File: config.mk
export PLATFORM = sky130hd
export DESIGN_NAME = sram_dout_serializer
export DESIGN_NICKNAME = d
export VERILOG_FILES = /design/src/rtl/sram_dout_serializer.sv
export SDC_FILE = /design/constraint.sdc
export NUM_CORES = 1
export LEC_CHECK = 0
export BUFFER_PORTS_ARGS = -buffer_cell sky130_fd_sc_hd__buf_2
export CAP_MARGIN = 20
export CORE_ASPECT_RATIO = 0.7
export CORE_MARGIN = 8
export CORE_UTILIZATION = 26
export CTS_BUF_LIST = sky130_fd_sc_hd__clkbuf_2 sky130_fd_sc_hd__clkbuf_4 sky130_fd_sc_hd__clkbuf_8
export CTS_CLUSTER_SIZE = 24
export DETAILED_ROUTE_END_ITERATION = 12
export GPL_ROUTABILITY_DRIVEN = 0
export PLACE_DENSITY = 0.43
export SYNTH_ARGS = -nofsm -noshare
export SYNTH_HDL_FRONTEND = slang
export SYNTH_SLANG_ARGS = --single-unit
File: constraint.sdc
create_clock -name clk -period 2.4 [get_ports clk]
set_clock_uncertainty 0.15 [all_clocks]
set_input_delay 0.48 -clock clk [delete_from_list [all_inputs] [get_ports clk]]
set_output_delay 0.48 -clock clk [all_outputs]
set_load 0.005 [all_outputs]
File: src/rtl/sram_dout_serializer.sv
// Buffers SRAM read words in a small FIFO and shifts each one out MSB-first with a frame marker.
// Optional macro SERIALIZER_PARITY_EN appends an even-parity bit to every frame.
module sram_dout_serializer #(
    parameter int DATA_W     = 8,
    parameter int FIFO_DEPTH = 4,
    parameter int CNT_W      = 8
) (
    input  logic                          clk,
    input  logic                          reset,
    input  logic                          start,
    input  logic [DATA_W-1:0]             din,
    input  logic                          din_valid,
    output logic                          din_ready,
    output logic                          ser_out,
    output logic                          ser_valid,
    output logic                          frame_start,
    output logic                          busy,
    output logic [$clog2(FIFO_DEPTH):0]   fifo_level,
    output logic [CNT_W-1:0]              frame_count
);

    localparam int AW = $clog2(FIFO_DEPTH);
    localparam int LW = AW + 1;
`ifdef SERIALIZER_PARITY_EN
    localparam int FRAME_LEN = DATA_W + 1;
`else
    localparam int FRAME_LEN = DATA_W;
`endif
    // The parity bit, when enabled, rides in the LSB of the shift register behind the data.
    localparam int SR_W = FRAME_LEN;
    localparam int BW   = $clog2(FRAME_LEN);

    typedef enum logic [0:0] {
        ST_IDLE  = 1'b0,
        ST_SHIFT = 1'b1
    } state_t;

`ifdef SERIALIZER_PARITY_EN
    function automatic logic parity_f(input logic [DATA_W-1:0] word);
        return ^word;
    endfunction
`endif

    logic [DATA_W-1:0] mem_r [FIFO_DEPTH];
    logic [AW-1:0]     wr_ptr_r;
    logic [AW-1:0]     rd_ptr_r;
    logic [LW-1:0]     level_r;
    state_t            state_r;
    logic [SR_W-1:0]   shift_r;
    logic [BW-1:0]     bit_cnt_r;
    logic [CNT_W-1:0]  frame_cnt_r;

    logic              full_s;
    logic              push_s;
    logic              pop_s;
    logic              last_bit_s;
    logic [DATA_W-1:0] head_s;
    logic [SR_W-1:0]   load_word_s;

    // Handshake, pop decision and the word presented to the shift register.
    always_comb begin
        full_s     = (level_r == LW'(FIFO_DEPTH));
        push_s     = din_valid & ~full_s;
        last_bit_s = (state_r == ST_SHIFT) && (bit_cnt_r == BW'(FRAME_LEN - 1));
        head_s     = mem_r[rd_ptr_r];
        if (start && (level_r != {LW{1'b0}}) && ((state_r == ST_IDLE) || last_bit_s)) begin
            pop_s = 1'b1;
        end else begin
            pop_s = 1'b0;
        end
`ifdef SERIALIZER_PARITY_EN
        load_word_s = {head_s, parity_f(head_s)};
`else
        load_word_s = head_s;
`endif
    end

    // FIFO storage; contents need no reset because level gates every read.
    always_ff @(posedge clk) begin
        if (push_s) begin
            mem_r[wr_ptr_r] <= din;
        end
    end

    // FIFO pointers and occupancy.
    always_ff @(posedge clk or posedge reset) begin
        if (reset) begin
            wr_ptr_r <= {AW{1'b0}};
            rd_ptr_r <= {AW{1'b0}};
            level_r  <= {LW{1'b0}};
        end else begin
            if (push_s) begin
                wr_ptr_r <= wr_ptr_r + AW'(1);
            end
            if (pop_s) begin
                rd_ptr_r <= rd_ptr_r + AW'(1);
            end
            case ({push_s, pop_s})
                2'b10:   level_r <= level_r + LW'(1);
                2'b01:   level_r <= level_r - LW'(1);
                default: level_r <= level_r;
            endcase
        end
    end

    // Serializer FSM: load on pop, shift each edge, count frames on the last bit.
    always_ff @(posedge clk or posedge reset) begin
        if (reset) begin
            state_r     <= ST_IDLE;
            shift_r     <= {SR_W{1'b0}};
            bit_cnt_r   <= {BW{1'b0}};
            frame_cnt_r <= {CNT_W{1'b0}};
        end else begin
            case (state_r)
                ST_IDLE: begin
                    if (pop_s) begin
                        state_r   <= ST_SHIFT;
                        shift_r   <= load_word_s;
                        bit_cnt_r <= {BW{1'b0}};
                    end
                end
                ST_SHIFT: begin
                    if (last_bit_s) begin
                        frame_cnt_r <= frame_cnt_r + CNT_W'(1);
                        bit_cnt_r   <= {BW{1'b0}};
                        if (pop_s) begin
                            shift_r <= load_word_s;
                        end else begin
                            state_r <= ST_IDLE;
                            shift_r <= {SR_W{1'b0}};
                        end
                    end else begin
                        shift_r   <= {shift_r[SR_W-2:0], 1'b0};
                        bit_cnt_r <= bit_cnt_r + BW'(1);
                    end
                end
                default: begin
                    state_r   <= ST_IDLE;
                    shift_r   <= {SR_W{1'b0}};
                    bit_cnt_r <= {BW{1'b0}};
                end
            endcase
        end
    end

    assign busy        = (state_r == ST_SHIFT);
    assign ser_valid   = (state_r == ST_SHIFT);
    assign ser_out     = (state_r == ST_SHIFT) & shift_r[SR_W-1];
    assign frame_start = (state_r == ST_SHIFT) && (bit_cnt_r == {BW{1'b0}});
    assign din_ready   = ~full_s;
    assign fifo_level  = level_r;
    assign frame_count = frame_cnt_r;

endmodule

# Word-level counts from Yosys, hierarchy flattened
# Memories as Yosys holds them, arrays and structs flattened.
# Cells that the tools add are included.
# word_totals
register_bits,27
latch_bits,0
mem_bits_rw,32
mem_bits_ro,0
in_bits,12
output_inout_bits,16
elab_cells,46
n_memories,1
# classes
addsub,6
multipliers,0
n_div,0
magnitude_cmp,0
eq_ne,5
n_shift,0
n_mux,14
n_bitwise,4
reduce_logical,9
# mem_list
name,depth,width,rd,rd_ports_with_merged_regs,write_ports,line,text
mem_r,4,8,1,0,1,44,logic [DATA_W-1:0] mem_r [FIFO_DEPTH];
# op_table
cell,count
$mux 8,3
$pmux 8 s2,1
$pmux 3 s2,2
$add 8x1->8 const B,1
$add 3x1->3 const B,2
$eq 3x3->1 const B,2
$mux 3,2
$mux 1,5
$add 2x1->2 const B,2
$logic_and 1x1->1,4
$logic_not 3->1,1
$reduce_bool 3->1,1
$sub 3x1->3 const B,1
$and 1x1->1,2
$eq 2x1->1 const B,1
$eq 2x2->1 const B,1
$ne 2x2->1 const B,1
$not 1->1,2
$pmux 1 s2,1
$reduce_and 2->1,1
$reduce_bool 2->1,1
$logic_or 1x1->1,1

# Longest topological paths before layout
# depth
depth_word,8
mapped_depth,10
depth_no_buf,10

# Least setup slack after synthesis
# No wires, ideal clock.
# synth_timing
path_type,register to register
startpoint,"reg level_r[0], in the netlist fifo_level[0]"
endpoint,"reg level_r[2], in the netlist fifo_level[2]"
setup_ns,0.079
t_arrival_ns,2.070
required_ns,2.171
path_slack_ns,0.101
path_stages_with_launch,10
path_buffers,0
synth_period_minus_slack_ns,2.299
cell_sequence,dfrtp_1 or3b_1 and2_4 inv_1 ha_1 inv_1 fa_1 xor2_1 nor2_1 xor2_1
# synth_between
word_cells_on_any_way,13
cone_classes,add/sub (2); eq/ne (3); mux (2); bitwise (2); reduce/logical (4)
# synth_rtl
element,line,text
"start, declared",47,logic [LW-1:0] level_r;
"start signal, assigned",90,level_r <= {LW{1'b0}};
"start signal, assigned",99,2'b10: level_r <= level_r + LW'(1);
"start signal, assigned",100,2'b01: level_r <= level_r - LW'(1);
$eq 3x3->1 (*),62,full_s = (level_r == LW'(FIFO_DEPTH));
$not 1->1 (*),n/a,
named net din_ready,13,"output logic din_ready,"
$and 1x1->1 (*),63,push_s = din_valid & ~full_s;
$eq 2x1->1 or $eq 2x2->1 (tied branches),98,"case ({push_s, pop_s})"
$pmux 3 s2 or $reduce_bool 2->1 (tied branches),n/a,
# The timed path passes the listed nets; every way through them passes the cells marked *.
# A chain may end at the register's enable or synchronous reset.

# Worst setup path after layout
# layout_timing
startpoint,"reg level_r[0], in the netlist fifo_level[0]"
endpoint,"reg level_r[2], in the netlist fifo_level[2]"
# layout_between
elab_chain_len,6
word_cells_on_any_way,13
cone_classes,add/sub (2); eq/ne (3); mux (2); bitwise (2); reduce/logical (4)
# layout_rtl
element,line,text
$reduce_bool 3->1,66,if (start && (level_r != {LW{1'b0}}) && ((state_r == ST_IDLE) || last_bit_s)) begin
$logic_and 1x1->1 (2 in series),66,
$mux 1,66,
$eq 2x1->1 or $eq 2x2->1 (tied branches),98,
$pmux 3 s2 or $reduce_bool 2->1 (tied branches),n/a,
# Several ways; a longest one is shown, not always the timed one.

==> impl_metrics.env <==
export IMPL_outcome="completed"
export IMPL_final_nets=220
export IMPL_grt_max_degree=28
export IMPL_drive_above_1_share_pct=31.5
export IMPL_first_global_vias=1456
export IMPL_cts_tree="built"
export IMPL_h_tree_depth=3
export IMPL_power_per_cell_area_nw_per_um2=1180
export IMPL_drc=0
export IMPL_cts_buffers=9
export IMPL_netlist_area_um2=2480
export IMPL_reg2reg_setup_slack_ns=0.15
export IMPL_setup_viol=0
export IMPL_dp_cells=315
export IMPL_start_util_pct=26.2
export IMPL_totalPowerFinal_mw=3.59
export IMPL_nFillCells=959
export IMPL_clock_root_buffer="clkbuf_8"
export IMPL_port_buffers=27
export IMPL_yosysWarningCount=0
export IMPL_track_usage_pct=7.93
export IMPL_syn_area_per_cell_um2=16.1
export IMPL_critical_path_class="register to register"
export IMPL_hold_viol_final=0
export IMPL_areaGrowthSynthToFinish_pct=22.2
export IMPL_power_frac_comb_pct=32.9
export IMPL_post_route_period_util_pct=93.8
export IMPL_crit_path_end_kind="register"
export IMPL_power_leakage_nw=1.29
export IMPL_critical_path_required_ns=2.50
export IMPL_multi_input_area_um2=778
export IMPL_setup_tns_ns=0
export IMPL_ys_ff_latch=59
export IMPL_via_count=1397
export IMPL_final_cell_mix="edfxtp_1, dfrtp_1, buf_2"
export IMPL_swShare_pct=31.2
export IMPL_slew_headroom_pct=67.9
export IMPL_gr_total_overflow=0
export IMPL_path_max_fanout=3
export IMPL_rsz0062_at_grt="false"
export IMPL_clock_fmax_mhz=444
export IMPL_rows=30
export IMPL_antenna_cells=0
export IMPL_fp_coreArea_um2=9500
export IMPL_seqPwrFrac_pct=43.4
export IMPL_fin_crit_ns=2.25
export IMPL_dieWidth_um=133
export IMPL_drv_cap=0
export IMPL_wire_per_inst_um=14.5
export IMPL_drv_slew=0
export IMPL_postCtsHoldBufs=0
export IMPL_yosysUniqueCellTypes=30
export IMPL_antenna_found_initial=0
export IMPL_drtIter0Drc=49
export IMPL_ios=28
export IMPL_cp_start_kind="register"
export IMPL_die_h_um=97.8
export IMPL_layout_commonest_cell="edfxtp_1"
export IMPL_grt_pass1_wl_um=7840
export IMPL_first_pass_iters=4
export IMPL_clkLatencyLatePin_ns=0.33
export IMPL_hpwl_um=3500
export IMPL_cts_sink_count=59
export IMPL_dieArea_um2=13000
export IMPL_synth_nets=176
export IMPL_clk_pin_slew_ns=0.06
export IMPL_intPower_mw=2.47
export IMPL_cts_repair_resized=0
export IMPL_ant_nets=0
export IMPL_p_sw_mw=1.12
export IMPL_syn_inst=154
export IMPL_worst_pin_slew_ns=0.481
export IMPL_p_clk_share_pct=23.7
export IMPL_post_cts_buffers=0
export IMPL_seq_area_frac_synth_pct=65.9
export IMPL_viasPerCell=4.22
export IMPL_hp_class="input pin to async pin"
export IMPL_ir_drop_uv=375
export IMPL_max_clock_path_buffers=2
export IMPL_ff_latch_area_um2=1640
export IMPL_cp_data_arrival_time_ns=2.35
export IMPL_routed_wirelength_um=4800
export IMPL_final_cells=331
## registers in the layout, summed over array words and instances, names as in the netlist
signal / cells
bit_cnt_r: 3
busy: 1
fifo_level: 3
frame_count: 8
mem_r: 32
rd_ptr_r: 2
shift_r: 8
wr_ptr_r: 2
## cell usage after synthesis (all sizes together)
| cell type | count | area (µm²) |
|---|---|---|
| mux2i | 1 | 10.0 |
| a22o | 3 | 26.3 |
| nand2b | 1 | 6.26 |
| fa | 1 | 20.0 |
| clkbuf | 3 | 11.3 |
| nor2 | 4 | 15.0 |
| mux4 | 8 | 184 |
| mux2 | 3 | 33.8 |
| o31a | 1 | 8.76 |
| nor2b | 1 | 6.26 |
| and4 | 2 | 17.5 |
| xor2 | 3 | 26.3 |
| buf | 3 | 23.8 |
| or3b | 1 | 8.76 |
| a221o | 7 | 70.1 |
| and3 | 12 | 75.1 |
| dfrtp | 27 | 676 |
| inv | 9 | 33.8 |
| and2 | 2 | 15.0 |
| ha | 9 | 113 |
| nand3 | 2 | 10.0 |
| nand4 | 3 | 18.8 |
| xnor2 | 10 | 87.6 |
| edfxtp | 32 | 961 |
| o31ai | 1 | 7.51 |
| nand2 | 5 | 18.8 |
## final timing paths
path / start / endpoint / cells past startpoint
max: fifo_level[0] / fifo_level[2] / 9
min: reset / frame_count[0] / 3
max reg2reg: fifo_level[0] / fifo_level[2] / 9
min reg2reg: frame_count[7] / frame_count[7] / 1
max in group asynchronous: reset / frame_count[4] / 3
min in group clk: din[1] / mem_r[0][1] / 1
## logic make-up after synthesis
logic type	after synthesis	share of synthesized area, %
xor gates and xnor gates	13	4.58
AOI/OAI and AO/OA	12	4.53
buffers and inverters	15	2.77
and+or+nand+nor	33	7.71
adders and majority gates	10	5.34
muxes	12	9.17
DFF	59	65.9
## metrics by stage
step | cell area (µm²) | utilization [%] | worst slack [ns] | hold slack, ns
detailed placement | 2850 | 30.0 | 0.176 | 0.315
finish | 3030 | 31.9 | 0.150 | 0.0512
CTS | 3030 | 31.9 | 0.149 | 0.0567
global route | 3030 | 31.9 | 0.0601 | 0.0711
floorplan | 2480 | - | 0.101 | 0.318
global placement | 2850 | 30.0 | 0.201 | 0.307
## worst max-delay path, stage by stage, from the launching register on
cell and delay, ns:
dfrtp_1 0.37, or3b_1 0.39, and2_4 0.18, inv_1 0.05, ha_1 0.17, inv_1 0.06
fa_1 0.37, xor2_1 0.15, nor2_1 0.12, xor2_1 0.16
## cell type report
| class | instances | area share [%] |
|---|---|---|
| clock buffers | 10 | 4.33 |
| flip-flops and latches | 59 | 53.9 |
| multi-input cells | 80 | 25.6 |
| inverters | 9 | 1.11 |
| well taps | 128 | 5.28 |
| clock inverters | 6 | 1.86 |
| repair buffers | 39 | 7.84 |
## per-layer routing
layer | routed length [µm] | vias up | GRT usage (%)
li1 | - | 668 | -
met1 | 2490 | 699 | 10.8
met2 | 2030 | 23 | 10.5
met3 | 190 | 7 | 3.33
met4 | 91 | 0 | 3.65
met5 | 0 | - | 0
## power groups by stage
stage          logic [mW]  clock network [mW]  registers [mW]
2_1_floorplan       0.786                   0            1.52
3_3_place_gp         1.19                   0            1.58
3_5_place_dp         1.21                   0            1.58
4_1_cts              1.22               0.882            1.56
5_1_grt              1.32               0.921            1.60
6_report             1.18               0.851            1.56
No activity file was read; power rests on OpenSTA's default activity.
